--- config.mk ---
export PLATFORM = sky130hd
export DESIGN_NAME = gate_input_debouncer
export DESIGN_NICKNAME = d
export VERILOG_FILES = /design/src/rtl/gate_input_debouncer.sv
export SDC_FILE = /design/constraint.sdc
export NUM_CORES = 1
export LEC_CHECK = 0
export BUFFER_PORTS_ARGS = -buffer_cell sky130_fd_sc_hd__buf_2
export CORE_AREA = 2 2 39 41
export CTS_CLUSTER_DIAMETER = 120
export CTS_CLUSTER_SIZE = 28
export DETAILED_ROUTE_END_ITERATION = 7
export DIE_AREA = 0 0 41 43
export SETUP_SLACK_MARGIN = 0.05
export SYNTH_ARGS = -nofsm -noshare
export SYNTH_HDL_FRONTEND = slang
export SYNTH_SLANG_ARGS = --single-unit
--- constraint.sdc ---
create_clock -name clk -period 1.31 [get_ports clk]
set_input_delay 0.131 -clock clk [delete_from_list [all_inputs] [get_ports clk]]
set_output_delay 0.131 -clock clk [all_outputs]
set_load 0.005 [all_outputs]
--- src/rtl/gate_input_debouncer.sv ---
// rtl/gate_input_debouncer.sv - synchronise, debounce and edge-detect a raw input (optional glitch counter: GATE_DBNC_GLITCH_CNT_EN)
module gate_input_debouncer #(
  parameter int SYNC_STAGES   = 2,
  parameter int STABLE_CYCLES = 4,
  parameter bit RESET_LEVEL   = 1'b0
`ifdef GATE_DBNC_GLITCH_CNT_EN
  , parameter int GLITCH_W    = 8
`endif
) (
  input  logic                clk,
  input  logic                rst,
  input  logic                A_raw,
  output logic                A,
  output logic                rise,
  output logic                fall
`ifdef GATE_DBNC_GLITCH_CNT_EN
  , output logic [GLITCH_W-1:0] glitch_cnt
`endif
);

  localparam int CNT_W = $clog2(STABLE_CYCLES + 1);
  localparam logic [CNT_W-1:0] CNT_LAST = CNT_W'(STABLE_CYCLES - 1);
  localparam logic [CNT_W-1:0] CNT_ONE  = CNT_W'(1);

  typedef enum logic [1:0] {
    IDLE_LOW,
    CHECK_HIGH,
    IDLE_HIGH,
    CHECK_LOW
  } state_t;

  localparam state_t RESET_STATE = RESET_LEVEL ? IDLE_HIGH : IDLE_LOW;

  state_t                 state_q, state_d;
  logic [CNT_W-1:0]       cnt_q, cnt_d;
  logic [SYNC_STAGES-1:0] sync_q, sync_d;
  logic                   a_q, a_d;
  logic                   rise_q, rise_d;
  logic                   fall_q, fall_d;
  logic                   s;

  assign s = sync_q[SYNC_STAGES-1];

  always_comb begin
    sync_d = {sync_q[SYNC_STAGES-2:0], A_raw};
  end

  // A qualification needs STABLE_CYCLES consecutive opposite samples; any reversal drops back to idle.
  always_comb begin
    state_d = state_q;
    cnt_d   = cnt_q;
    a_d     = a_q;
    rise_d  = 1'b0;
    fall_d  = 1'b0;
    case (state_q)
      IDLE_LOW: begin
        if (s) begin
          state_d = CHECK_HIGH;
          cnt_d   = CNT_ONE;
        end
      end
      CHECK_HIGH: begin
        if (!s) begin
          state_d = IDLE_LOW;
          cnt_d   = '0;
        end else if (cnt_q == CNT_LAST) begin
          state_d = IDLE_HIGH;
          cnt_d   = '0;
          a_d     = 1'b1;
          rise_d  = 1'b1;
        end else begin
          cnt_d = cnt_q + CNT_ONE;
        end
      end
      IDLE_HIGH: begin
        if (!s) begin
          state_d = CHECK_LOW;
          cnt_d   = CNT_ONE;
        end
      end
      CHECK_LOW: begin
        if (s) begin
          state_d = IDLE_HIGH;
          cnt_d   = '0;
        end else if (cnt_q == CNT_LAST) begin
          state_d = IDLE_LOW;
          cnt_d   = '0;
          a_d     = 1'b0;
          fall_d  = 1'b1;
        end else begin
          cnt_d = cnt_q + CNT_ONE;
        end
      end
      default: begin
        state_d = RESET_STATE;
        cnt_d   = '0;
      end
    endcase
  end

  always_ff @(posedge clk) begin
    if (rst) begin
      sync_q  <= {SYNC_STAGES{RESET_LEVEL}};
      state_q <= RESET_STATE;
      cnt_q   <= '0;
      a_q     <= RESET_LEVEL;
      rise_q  <= 1'b0;
      fall_q  <= 1'b0;
    end else begin
      sync_q  <= sync_d;
      state_q <= state_d;
      cnt_q   <= cnt_d;
      a_q     <= a_d;
      rise_q  <= rise_d;
      fall_q  <= fall_d;
    end
  end

  assign A    = a_q;
  assign rise = rise_q;
  assign fall = fall_q;

`ifdef GATE_DBNC_GLITCH_CNT_EN
  logic [GLITCH_W-1:0] glitch_q, glitch_d;
  logic                abort;

  // An abort is a CHECK state seeing the input fall back to the current level.
  always_comb begin
    abort    = ((state_q == CHECK_HIGH) && !s) || ((state_q == CHECK_LOW) && s);
    glitch_d = glitch_q;
    if (abort && (glitch_q != {GLITCH_W{1'b1}})) begin
      glitch_d = glitch_q + GLITCH_W'(1);
    end
  end

  always_ff @(posedge clk) begin
    if (rst) begin
      glitch_q <= '0;
    end else begin
      glitch_q <= glitch_d;
    end
  end

  assign glitch_cnt = glitch_q;
`endif

endmodule

==> reports/qor.csv, run 1 <==
stage,metric,value,unit
floorplanning,Core Area,0.00138,mm^2
floorplanning,Starting Density,0.307,
timing,Setup TNS,0,ns
floorplanning,Die Ht,43,um
critical_path,"Data required, critical path",1.47,ns
critical_path,Crit Path Category,flip-flop to flip-flop,
floorplanning,Site Rows,14,
power_and_ir_drop,Pleak,0.187,nW
timing,clk_skew,0.00529,ns
grt,global-route wire length before repair,1190,um
logic_synthesis,Synth top cells by count,"10 x dfxtp_1, 3 x a21oi_1",
logic_synthesis,Mapped Nets,42,
logic_synthesis,most common cell in the synthesized netlist,dfxtp_1,
logic_synthesis,Cells after Synth,38,
placement,Port-buffer cells,5,
cts,Post-CTS Setup Inserts,0,
finish,layout cell share with drive strength beyond 1,0.391,
critical_path,CP cell instances,"ha_2, and3b_2, a2111oi_2",
critical_path,element type at the critical path start,flip-flop,
timing,Least-Margin Pin Slew,0.256,ns
grt,GRT Total Usage,0.109,
timing,Fmax achieved,846,MHz
grt,remaining global-route overflow,0,
grt,initial antenna violation count,0,
power_and_ir_drop,PD cells,1290,mW/mm^2
route,DR vias/cell,4.84,
logic_synthesis,ys async rst share,0,
timing,Final Max Slew Viols,0,
logic_synthesis,area share of the largest cell type after synthesis,0.472,
cts,worst-case clock buffer depth,2,
floorplanning,Ports,6,
cts,Root Buffer,clkbuf_4,
cts,Hold Buf Count CTS,0,
logic_synthesis,cell area after synthesis,424,um^2
placement,post-placement cell count,58,
finish,Reg area,201,um^2
cts,cts bufs inserted,3,
route,DRT antenna net count,0,
critical_path,Worst EP arrival,1.35,ns
timing,Rel. slew slack,0.829,
route,drt total wl,708,um
min_path,worst min-delay path class,input port to flip-flop,
cts,Clock Sinks,10,
finish,Final Net Count,51,
finish,"Cell Count, Final, Fillers Out",62,
route,DR vias,300,
power_and_ir_drop,worst IR drop on VDD,0.712,mV
cts,later-pin clock latency in the skew report,0.26,ns
finish,ANT cells,0,
flow_run,Max-Cap Viols,0,
route,drt wl/cell,11.4,um
power_and_ir_drop,clock power share,0.428,
critical_path,CP Capture Type,flip-flop,
route,initial detailed-routing violation count,3,
logic_synthesis,"EDFF count, synth",0,
route,# DRC,0,
cts,clk slew on worst S/H paths,0.07,ns
outcome,status,"complete, no violations",
floorplanning,total die area,0.00176,mm^2
timing,endpoints failing setup,0,
grt,vias in the first global route,274,
route,Initial DRT Pass Iterations,4,
power_and_ir_drop,Internal,506,uW
critical_path,delay of the slowest cell on the worst path,0.34,ns
critical_path,CP max stage cell,dfxtp_1,
timing,RSZ-0062 raised after global routing,no,
placement,GP Congestion,0.683,
grt,largest net degree at the start of global routing,12,
cts,CTS H-Tree Depth,1,
power_and_ir_drop,share of power burned in combinational logic,0.065,
logic_synthesis,Synth area leaders,"dfxtp_1 47%, buf_6 5.3%, nor4b_1 4.1%, xor2_2 3.8%, a21oi_1 3.5%",
timing,Final period util,0.902,
floorplanning,Die W,41,um
power_and_ir_drop,Switching Fraction,0.208,
power_and_ir_drop,Flop pwr share,0.507,
finish,layout overhead on the synthesized area,16.8,%
cts,post-CTS resize count,0,
logic_synthesis,syn_area_per_cell,11.2,um^2
power_and_ir_drop,Net Sw Power,133,uW
logic_synthesis,Synth cell types,22,
logic_synthesis,sequential fraction of the synthesis area,0.472,
logic_synthesis,Synth Warn #,0,
logic_synthesis,Most used DFF post-synth,dfxtp_1,
logic_synthesis,Synth Register Bits,10,
finish,Multi-input gate area,201,um^2
placement,detailed placement HPWL,487,um
cts,CTS tree,done,
critical_path,CP max FO,4,
finish,Fill cells,146,
timing,Final Hold Viols,0,
timing,crit path time final,1.18,ns
logic_synthesis,leading area contributor after synthesis,dfxtp_1,
[power by group through the flow]
| stage | combinational (mW) | clock, mW | sequential (mW) |
|---|---|---|---|
| global route | 0.0463 | 0.306 | 0.325 |
| CTS | 0.0418 | 0.282 | 0.323 |
| global placement | 0.0402 | 0 | 0.329 |
| detailed placement | 0.0413 | 0 | 0.330 |
| floorplan | 0.0329 | 0 | 0.329 |
| finish | 0.0415 | 0.273 | 0.323 |
[final timing paths]
| kind | depth (start not counted) | startpoint | endpoint | slack (ns) |
|---|---|---|---|---|
| worst max-delay path | 3 | cnt_q[0] | cnt_q[0] | 0.13 |
| worst min register to register | 1 | sync_q[0] | sync_q[1] | 0.44 |
| worst min-delay path | 2 | A_raw | sync_q[0] | 0.09 |
| worst max register to register | 3 | cnt_q[0] | cnt_q[0] | 0.13 |
[worst max-delay path: cells and delay by family, from the launching register on]
family                     cells  cell delay, ns
DFF                            1            0.34
AOI/OAI and AO/OA              1            0.28
and+or+nand+nor                1            0.25
adders and majority gates      1            0.21
[cell usage in the layout, fill, tap and decap left out, drive strengths merged, types with 2 or more instances in the layout]
master and instances:
dfxtp 10, buf 6, clkbuf 4, a21oi 3
nand2 2, nand3b 2, nor2b 2, nor4b 2
[per-layer routing]
metal | GRT usage | up-vias | wire length (um)
met2 | 0.128 | 8 | 324
met3 | 0.0785 | 2 | 36
met1 | 0.130 | 140 | 331
met4 | 0.0800 | 0 | 17
met5 | 0 | - | 0
li1 | - | 150 | -
[cell type report]
cell class | count | area share
multi-input combinational | 25 | 0.407
sequential | 10 | 0.407
timing repair buffer | 6 | 0.0657
tap | 16 | 0.0404
inverter | 1 | 0.00758
clock buffer | 4 | 0.0732
[sequential cells by signal, indices dropped and copies added, names as in the netlist, named ones only]
signal	count
fall	1
sync_q	2
cnt_q	3
rise	1
A	1
state_q	1
[logic make-up (layout without fill, tap and decap cells)]
| family | after synthesis | count (layout) | synth area share |
|---|---|---|---|
| compound gates | 7 | 7 | 0.118 |
| xor+xnor | 2 | 2 | 0.0590 |
| fa+ha+maj | 1 | 1 | 0.0295 |
| buf+inv | 3 | 11 | 0.0619 |
| flops | 10 | 10 | 0.472 |
| mux | 1 | 1 | 0.0354 |
| simple gates | 14 | 14 | 0.224 |
[metrics by stage]
stage / setup WS (ns) / instance area, um^2 / power, mW / utilization / hold WS [ns]
final: 0.128 / 495 / 0.638 / 0.358 / 0.0907
after global routing: 0.0633 / 495 / 0.677 / 0.358 / 0.0760
after CTS: 0.0771 / 490 / 0.647 / 0.354 / 0.0977
after detailed placement: 0.111 / 454 / 0.371 / 0.328 / 0.371
after global placement: 0.138 / 454 / 0.370 / 0.328 / 0.347
after floorplan: 0.179 / 424 / 0.362 / - / 0.259
No activity file was read; power rests on OpenSTA's default activity.
==> inputs of run 2 (changes only) <==
--- a/config.mk
+++ b/config.mk
@@ -5,6 +5,7 @@
 export SDC_FILE = /design/constraint.sdc
 export NUM_CORES = 1
 export LEC_CHECK = 0
+export ABC_AREA = 1
 export BUFFER_PORTS_ARGS = -buffer_cell sky130_fd_sc_hd__buf_2
 export CORE_AREA = 2 2 39 41
 export CTS_CLUSTER_DIAMETER = 120
==> run 2 against run 1 <==
  * Utilization fell by 0.090 points
  * Clock skew shrank 0.0036 ns
  * Combinational power decreased by 43%
  * Flip-flop and latch count is the same
  * Setup slack gained 0.11 ns
  * Die area unchanged
  * Final cell count is 26% higher
  * Clock-buffer cell count unchanged
  * Global-route usage about the same
  * Sequential share of layout area is 0.15 points lower
  * First-iteration DRC count increased by 130%
==> reports/qor.csv, run 2 <==
stage,metric,value,unit,change
finish,Largest register FFs,3,,unchanged
cts,clk slew on worst S/H paths,0.06,ns,was 0.07 ns
logic_synthesis,"EDFF count, synth",0,,unchanged
route,drt wl/cell,8.59,um,was 11.4 um
finish,"commonest non-fill, non-tap cell in the layout",dfxtp_1,,unchanged
flow_run,Max-Cap Viols,0,,unchanged
floorplanning,Ports,6,,unchanged
placement,GP Congestion,0.871,,was 0.683
floorplanning,Starting Density,0.298,,was 0.307
outcome,status,"complete, no violations",,unchanged
logic_synthesis,Cells after Synth,53,,was 38
floorplanning,Die Ht,43,um,unchanged
finish,most frequent cells in the layout,"10 x dfxtp_1, 9 x nand2_1, 8 x inv_1",,"was 9 x dfxtp_1, 5 x buf_2, 3 x a21oi_1, 3 x clkbuf_4"
timing,clk_skew,0.00164,ns,was 0.00529 ns
timing,Final period util,0.816,,was 0.902
logic_synthesis,cell area after synthesis,413,um^2,was 424 um^2
finish,layout overhead on the synthesized area,19.7,%,was 16.8%
critical_path,CP max FO,4,,unchanged
finish,layout cell share with drive strength beyond 1,0.290,,was 0.391
timing,Setup TNS,0,ns,unchanged
route,drt total wl,670,um,was 708 um
finish,Reg area,200,um^2,was 201 um^2
timing,Rel. slew slack,0.886,,was 0.829
cts,post-CTS resize count,0,,unchanged
grt,global-route wire length before repair,1220,um,was 1190 um
route,DRT antenna net count,0,,unchanged
logic_synthesis,Synth cell types,16,,was 22
timing,crit path time final,1.07,ns,was 1.18 ns
grt,vias in the first global route,315,,was 274
power_and_ir_drop,Pleak,0.215,nW,was 0.187 nW
finish,Multi-input gate area,171,um^2,was 201 um^2
critical_path,Worst EP arrival,1.23,ns,was 1.35 ns
grt,remaining global-route overflow,0,,unchanged
finish,biggest regs,"cnt_q (3), sync_q (2)",,unchanged
floorplanning,Die W,41,um,unchanged
logic_synthesis,Most used DFF post-synth,dfxtp_1,,unchanged
route,# DRC,0,,unchanged
logic_synthesis,Synth top cells by count,"10 x dfxtp_1, 9 x nand2_1, 8 x inv_1",,"was 10 x dfxtp_1, 3 x a21oi_1"
critical_path,CP Capture Type,flip-flop,,unchanged
route,DR vias,343,,was 300
route,initial detailed-routing violation count,7,,was 3
cts,CTS tree,done,,unchanged
logic_synthesis,Synth Register Bits,10,,unchanged
route,Initial DRT Pass Iterations,4,,unchanged
grt,initial antenna violation count,0,,unchanged
logic_synthesis,leading area contributor after synthesis,dfxtp_1,,unchanged
finish,ANT cells,0,,unchanged
floorplanning,Core Area,0.00138,mm^2,unchanged
cts,worst-case clock buffer depth,2,,unchanged
cts,Root Buffer,clkbuf_4,,unchanged
critical_path,Crit Path Category,flip-flop to flip-flop,,unchanged
logic_synthesis,area share of the largest cell type after synthesis,0.485,,was 0.472
grt,largest net degree at the start of global routing,8,,was 12
floorplanning,total die area,0.00176,mm^2,unchanged
power_and_ir_drop,PD cells,1240,mW/mm^2,was 1290 mW/mm^2
power_and_ir_drop,worst IR drop on VDD,0.531,mV,was 0.712 mV
cts,Clock Sinks,10,,unchanged
finish,Biggest register,cnt_q,,unchanged
finish,Fill cells,144,,was 146
cts,Hold Buf Count CTS,0,,unchanged
logic_synthesis,syn_area_per_cell,7.79,um^2,was 11.2 um^2
critical_path,"Data required, critical path",1.47,ns,about the same
min_path,worst min-delay path class,input port to flip-flop,,unchanged
placement,Port-buffer cells,5,,unchanged
finish,final core occ,0.357,,was 0.358
grt,GRT Total Usage,0.109,,about the same
logic_synthesis,Synth area leaders,"dfxtp_1 48%, nand2_1 8.2%, inv_1 7.3%, nor2_1 5.5%, nand3_1 4.8%",,"was dfxtp_1 47%, buf_6 5.3%, nor4b_1 4.1%, xor2_2 3.8%, a21oi_1 3.5%"
cts,Post-CTS Setup Inserts,0,,unchanged
floorplanning,Site Rows,14,,unchanged
cts,later-pin clock latency in the skew report,0.27,ns,was 0.26 ns
timing,Fmax achieved,936,MHz,was 846 MHz
route,DR vias/cell,4.40,,was 4.84
cts,cts bufs inserted,3,,unchanged
timing,endpoints failing setup,0,,unchanged
timing,Setup WS post-layout,0.242,ns,was 0.128 ns
cts,CTS H-Tree Depth,1,,unchanged
logic_synthesis,Synth Warn #,0,,unchanged
placement,detailed placement HPWL,516,um,was 487 um
logic_synthesis,sequential fraction of the synthesis area,0.485,,was 0.472
timing,Least-Margin Pin Slew,0.169,ns,was 0.256 ns
timing,RSZ-0062 raised after global routing,no,,unchanged
placement,dpl ws,0.239,ns,was 0.111 ns
logic_synthesis,ys async rst share,0,,unchanged
timing,Final Hold Viols,0,,unchanged
critical_path,element type at the critical path start,flip-flop,,unchanged
finish,Final Net Count,67,,was 51
logic_synthesis,most common cell in the synthesized netlist,dfxtp_1,,unchanged
timing,Final Max Slew Viols,0,,unchanged
timing,Hold Slack,0.0742,ns,was 0.0907 ns
logic_synthesis,Mapped Nets,57,,was 42
==> run 2: area by class of cell <==
cell class	instances	share of cell area
flip-flops and latches	10	0.405
multi-input cells	32	0.347
inverters	11	0.0835
clock buffers	4	0.0734
repair buffers	5	0.0506
well taps	16	0.0405
==> run 2: cells by family (layout without fill, tap and decap cells) <==
| kind of cell | after synthesis | after routing | synth area share |
|---|---|---|---|
| AOI/OAI and AO/OA | 4 | 4 | 0.0636 |
| adders and majority gates | 1 | 1 | 0.0303 |
| buffers and inverters | 11 | 20 | 0.100 |
| DFF | 10 | 10 | 0.485 |
| and+or+nand+nor | 27 | 27 | 0.321 |
==> run 2: routing by layer <==
layer / global-route usage / routed length, um / vias to the layer above
li1: - / - / 179
met1: 0.127 / 314 / 151
met2: 0.141 / 290 / 11
met3: 0.0942 / 56 / 2
met4: 0.0400 / 8 / 0
met5: 0 / 0 / -
==> run 2: worst paths after layout <==
path	start	endpoint	slack, ns	cells after the start
worst min-delay path	A_raw	sync_q[0]	0.07	3
worst min register to register	sync_q[0]	sync_q[1]	0.41	2
worst max register to register	cnt_q[0]	flip-flop	0.24	6
worst max-delay path	cnt_q[0]	flip-flop	0.24	6
==> run 2: critical path: stages (launching register included) <==
cell and delay (ns):
dfxtp_1 0.35, ha_1 0.20, nand2_2 0.10, nor2_4 0.11, inv_1 0.06, nor2_1 0.08, nor2_1 0.05
==> run 2: where the power goes <==
part	switching [mW]	internal, mW
logic	0.0152	0.00846
registers	0.00410	0.309
clock network	0.106	0.169
total	0.125	0.487
==> run 2: metrics by stage <==
step / std cells / area (um^2) / power, mW
finish: 78 / 494 / 0.612
global route: 78 / 494 / 0.644
CTS: 78 / 494 / 0.620
detailed placement: 74 / 458 / 0.344
global placement: 74 / 458 / 0.344
floorplan: 53 / 413 / 0.334
==> inputs of run 3 (changes only) <==
==> constraint.sdc (replaced) <==
create_clock -name clk -period 0.9 [get_ports clk]
set_input_delay 0.09 -clock clk [delete_from_list [all_inputs] [get_ports clk]]
set_output_delay 0.09 -clock clk [all_outputs]
set_load 0.005 [all_outputs]
==> run 3 against run 2 <==
  * The run now ends with negative setup slack left
  * Non-clock buffer count is 4 higher
  * Utilization is 6.9 points higher
  * Clock skew hardly changed
  * Register-to-register slack worse by 0.31 ns
  * Critical path type unchanged
  * First-iteration DRC count is 29% lower
  * Highest routed layer unchanged
  * Total power is 47% higher
==> reports/qor.csv, run 3 (synthesis results as in run 2) <==
stage,metric,value,unit,change
finish,layout overhead on the synthesized area,42.7,%,was 19.7%
cts,worst-case clock buffer depth,2,,unchanged
critical_path,worst r2r src,cnt_q[0],,unchanged
timing,Rel. slew slack,0.885,,was 0.886
route,drt wl/cell,9.84,um,was 8.59 um
route,DRT antenna net count,0,,unchanged
power_and_ir_drop,worst IR drop on VDD,0.509,mV,was 0.531 mV
critical_path,CP cell instances,"ha_4, nand2_4, nor2_4, nand2_1, nand3_1, nand2_1",,"was ha_1, nand2_2, nor2_4, inv_1, nor2_1, nor2_1"
critical_path,Worst Setup EP,A,,
timing,Least-Margin Pin Slew,0.172,ns,was 0.169 ns
placement,dpl ws,-0.112,ns,was 0.239 ns
outcome,status,"complete, but fails checks",,"was complete, no violations"
critical_path,Reg2Reg Setup Slack,-0.07,ns,was 0.24 ns
min_path,worst min-delay path class,input port to flip-flop,,unchanged
finish,ANT cells,0,,unchanged
floorplanning,total die area,0.00176,mm^2,unchanged
timing,Final Hold Viols,0,,unchanged
cts,clk slew on worst S/H paths,0.07,ns,was 0.06 ns
floorplanning,Die Ht,43,um,unchanged
critical_path,Crit path top cell by count,nand2_1,,was nor2_1
critical_path,worst r2r path cells,6,,unchanged
critical_path,"Data required, critical path",1.07,ns,was 1.47 ns
route,DR vias/cell,4.48,,was 4.40
cts,CTS H-Tree Depth,1,,unchanged
timing,Final Max Slew Viols,0,,unchanged
timing,clk_skew,0.00136,ns,was 0.00164 ns
outcome,failing checks,negative setup slack,,
critical_path,number of cells on the critical path,6,,unchanged
timing,endpoints failing setup,5,,was 0
route,initial detailed-routing violation count,5,,was 7
floorplanning,Starting Density,0.298,,unchanged
grt,remaining global-route overflow,0,,unchanged
finish,biggest regs,"cnt_q (3), sync_q (2)",,unchanged
cts,CTS tree,done,,unchanged
timing,crit path time final,0.971,ns,was 1.07 ns
grt,global-route wire length before repair,1270,um,was 1220 um
critical_path,CP max stage cell,dfxtp_2,,was dfxtp_1
cts,Hold Buf Count CTS,0,,unchanged
critical_path,Critical path origin,cnt_q[0],,unchanged
critical_path,worst reg2reg path endpoint,A,,
floorplanning,Site Rows,14,,unchanged
finish,"Cell Count, Final, Fillers Out",82,,was 78
grt,vias in the first global route,318,,was 315
timing,Final period util,1.08,,was 0.816
floorplanning,Die W,41,um,unchanged
critical_path,Crit Path Category,flip-flop to flip-flop,,unchanged
power_and_ir_drop,PD cells,1530,mW/mm^2,was 1240 mW/mm^2
cts,Clock Sinks,10,,unchanged
timing,Setup WS post-layout,-0.0712,ns,was 0.242 ns
cts,Root Buffer,clkbuf_4,,unchanged
finish,Final Net Count,71,,was 67
cts,cts bufs inserted,3,,unchanged
grt,largest net degree at the start of global routing,8,,unchanged
timing,Hold Slack,0.0173,ns,was 0.0742 ns
critical_path,CP Buf/Inv Count,0,,was 1
grt,GRT Total Usage,0.114,,was 0.109
power_and_ir_drop,Overall Power,902,uW,was 612 uW
placement,detailed placement HPWL,617,um,was 516 um
critical_path,delay of the slowest cell on the worst path,0.36,ns,was 0.35 ns
placement,post-placement cell count,76,,was 74
placement,Port-buffer cells,5,,unchanged
route,drt total wl,807,um,was 670 um
route,# DRC,0,,unchanged
critical_path,CP Capture Type,flip-flop,,unchanged
critical_path,Worst EP arrival,1.14,ns,was 1.23 ns
finish,Biggest register,cnt_q,,unchanged
critical_path,CP max FO,4,,unchanged
critical_path,element type at the critical path start,flip-flop,,unchanged
flow_run,Max-Cap Viols,0,,unchanged
floorplanning,Ports,6,,unchanged
finish,most frequent cells in the layout,"6 x inv_1, 6 x nand2_2",,"was 10 x dfxtp_1, 9 x nand2_1, 8 x inv_1"
power_and_ir_drop,Pleak,0.240,nW,was 0.215 nW
route,DR vias,367,,was 343
timing,RSZ-0062 raised after global routing,yes,,was no
grt,initial antenna violation count,0,,unchanged
finish,Largest register FFs,3,,unchanged
cts,later-pin clock latency in the skew report,0.26,ns,was 0.27 ns
floorplanning,Core Area,0.00138,mm^2,unchanged
timing,Fmax achieved,1030,MHz,was 936 MHz
finish,layout cell share with drive strength beyond 1,0.576,,was 0.290
timing,Setup TNS,-0.285,ns,was 0 ns
placement,GP Congestion,0.734,,was 0.871
critical_path,crit-path leading delay family,flip-flops,,unchanged
route,Initial DRT Pass Iterations,2,,was 4
## run 3: cell types whose count changed in the layout (fill, tap and decap cells not counted), sizes merged
| cell | before | now |
|---|---|---|
| buf | 5 | 9 |
## run 3: area by class of cell
class	count	area, um^2
fill	140	795
multi-input combinational	32	223
sequential	10	211
timing repair buffer	9	55.1
inverter	11	43.8
clock buffer	4	36.3
tap	16	20.0
## run 3: timing repair
action                                  CTS  global route
buffers inserted                          2             0
gates resized for setup                   0            15
pin swaps                                 3             4
endpoints found under the setup margin    7             8
## run 3: worst min path at each step
| stage | start | to | slack (ns) | depth (start not counted) |
|---|---|---|---|---|
| finish | A_raw | sync_q[0] | 0.02 | 3 |
| global route | A_raw | sync_q[0] | 0.01 | 3 |
| CTS | A_raw | sync_q[0] | 0.02 | 3 |
| detailed placement | A_raw | sync_q[0] | 0.30 | 3 |
| global placement | A_raw | sync_q[0] | 0.29 | 3 |
| floorplan | rst | cnt_q[1] | 0.15 | 1 |
## run 3: metal layers
| layer | GRT usage | vias to the layer above | part of all wire |
|---|---|---|---|
| met1 | 0.122 | 167 | 0.44 |
| li1 | - | 189 | - |
| met2 | 0.163 | 6 | 0.50 |
| met4 | 0.100 | 0 | 0.036 |
| met5 | 0 | - | 0 |
| met3 | 0.0471 | 5 | 0.025 |
## run 3: per-stage QoR
step / util / cell area [um^2]
after floorplan: - / 437
after global placement: 0.359 / 497
after detailed placement: 0.359 / 497
after CTS: 0.396 / 548
after global routing: 0.426 / 589
final: 0.426 / 589
## run 3: report_power, final
group | internal, mW | leakage, nW | switching (mW)
sequential | 0.446 | 0.0841 | 0.00944
clock | 0.246 | 0.0210 | 0.160
combinational | 0.0180 | 0.135 | 0.0228
total | 0.710 | 0.240 | 0.192
## run 3: worst min-delay path: cells and delay by family
kind,cells,cell delay (ns)
AND/OR/NAND/NOR,1,0.06
buffers and inverters,2,0.10
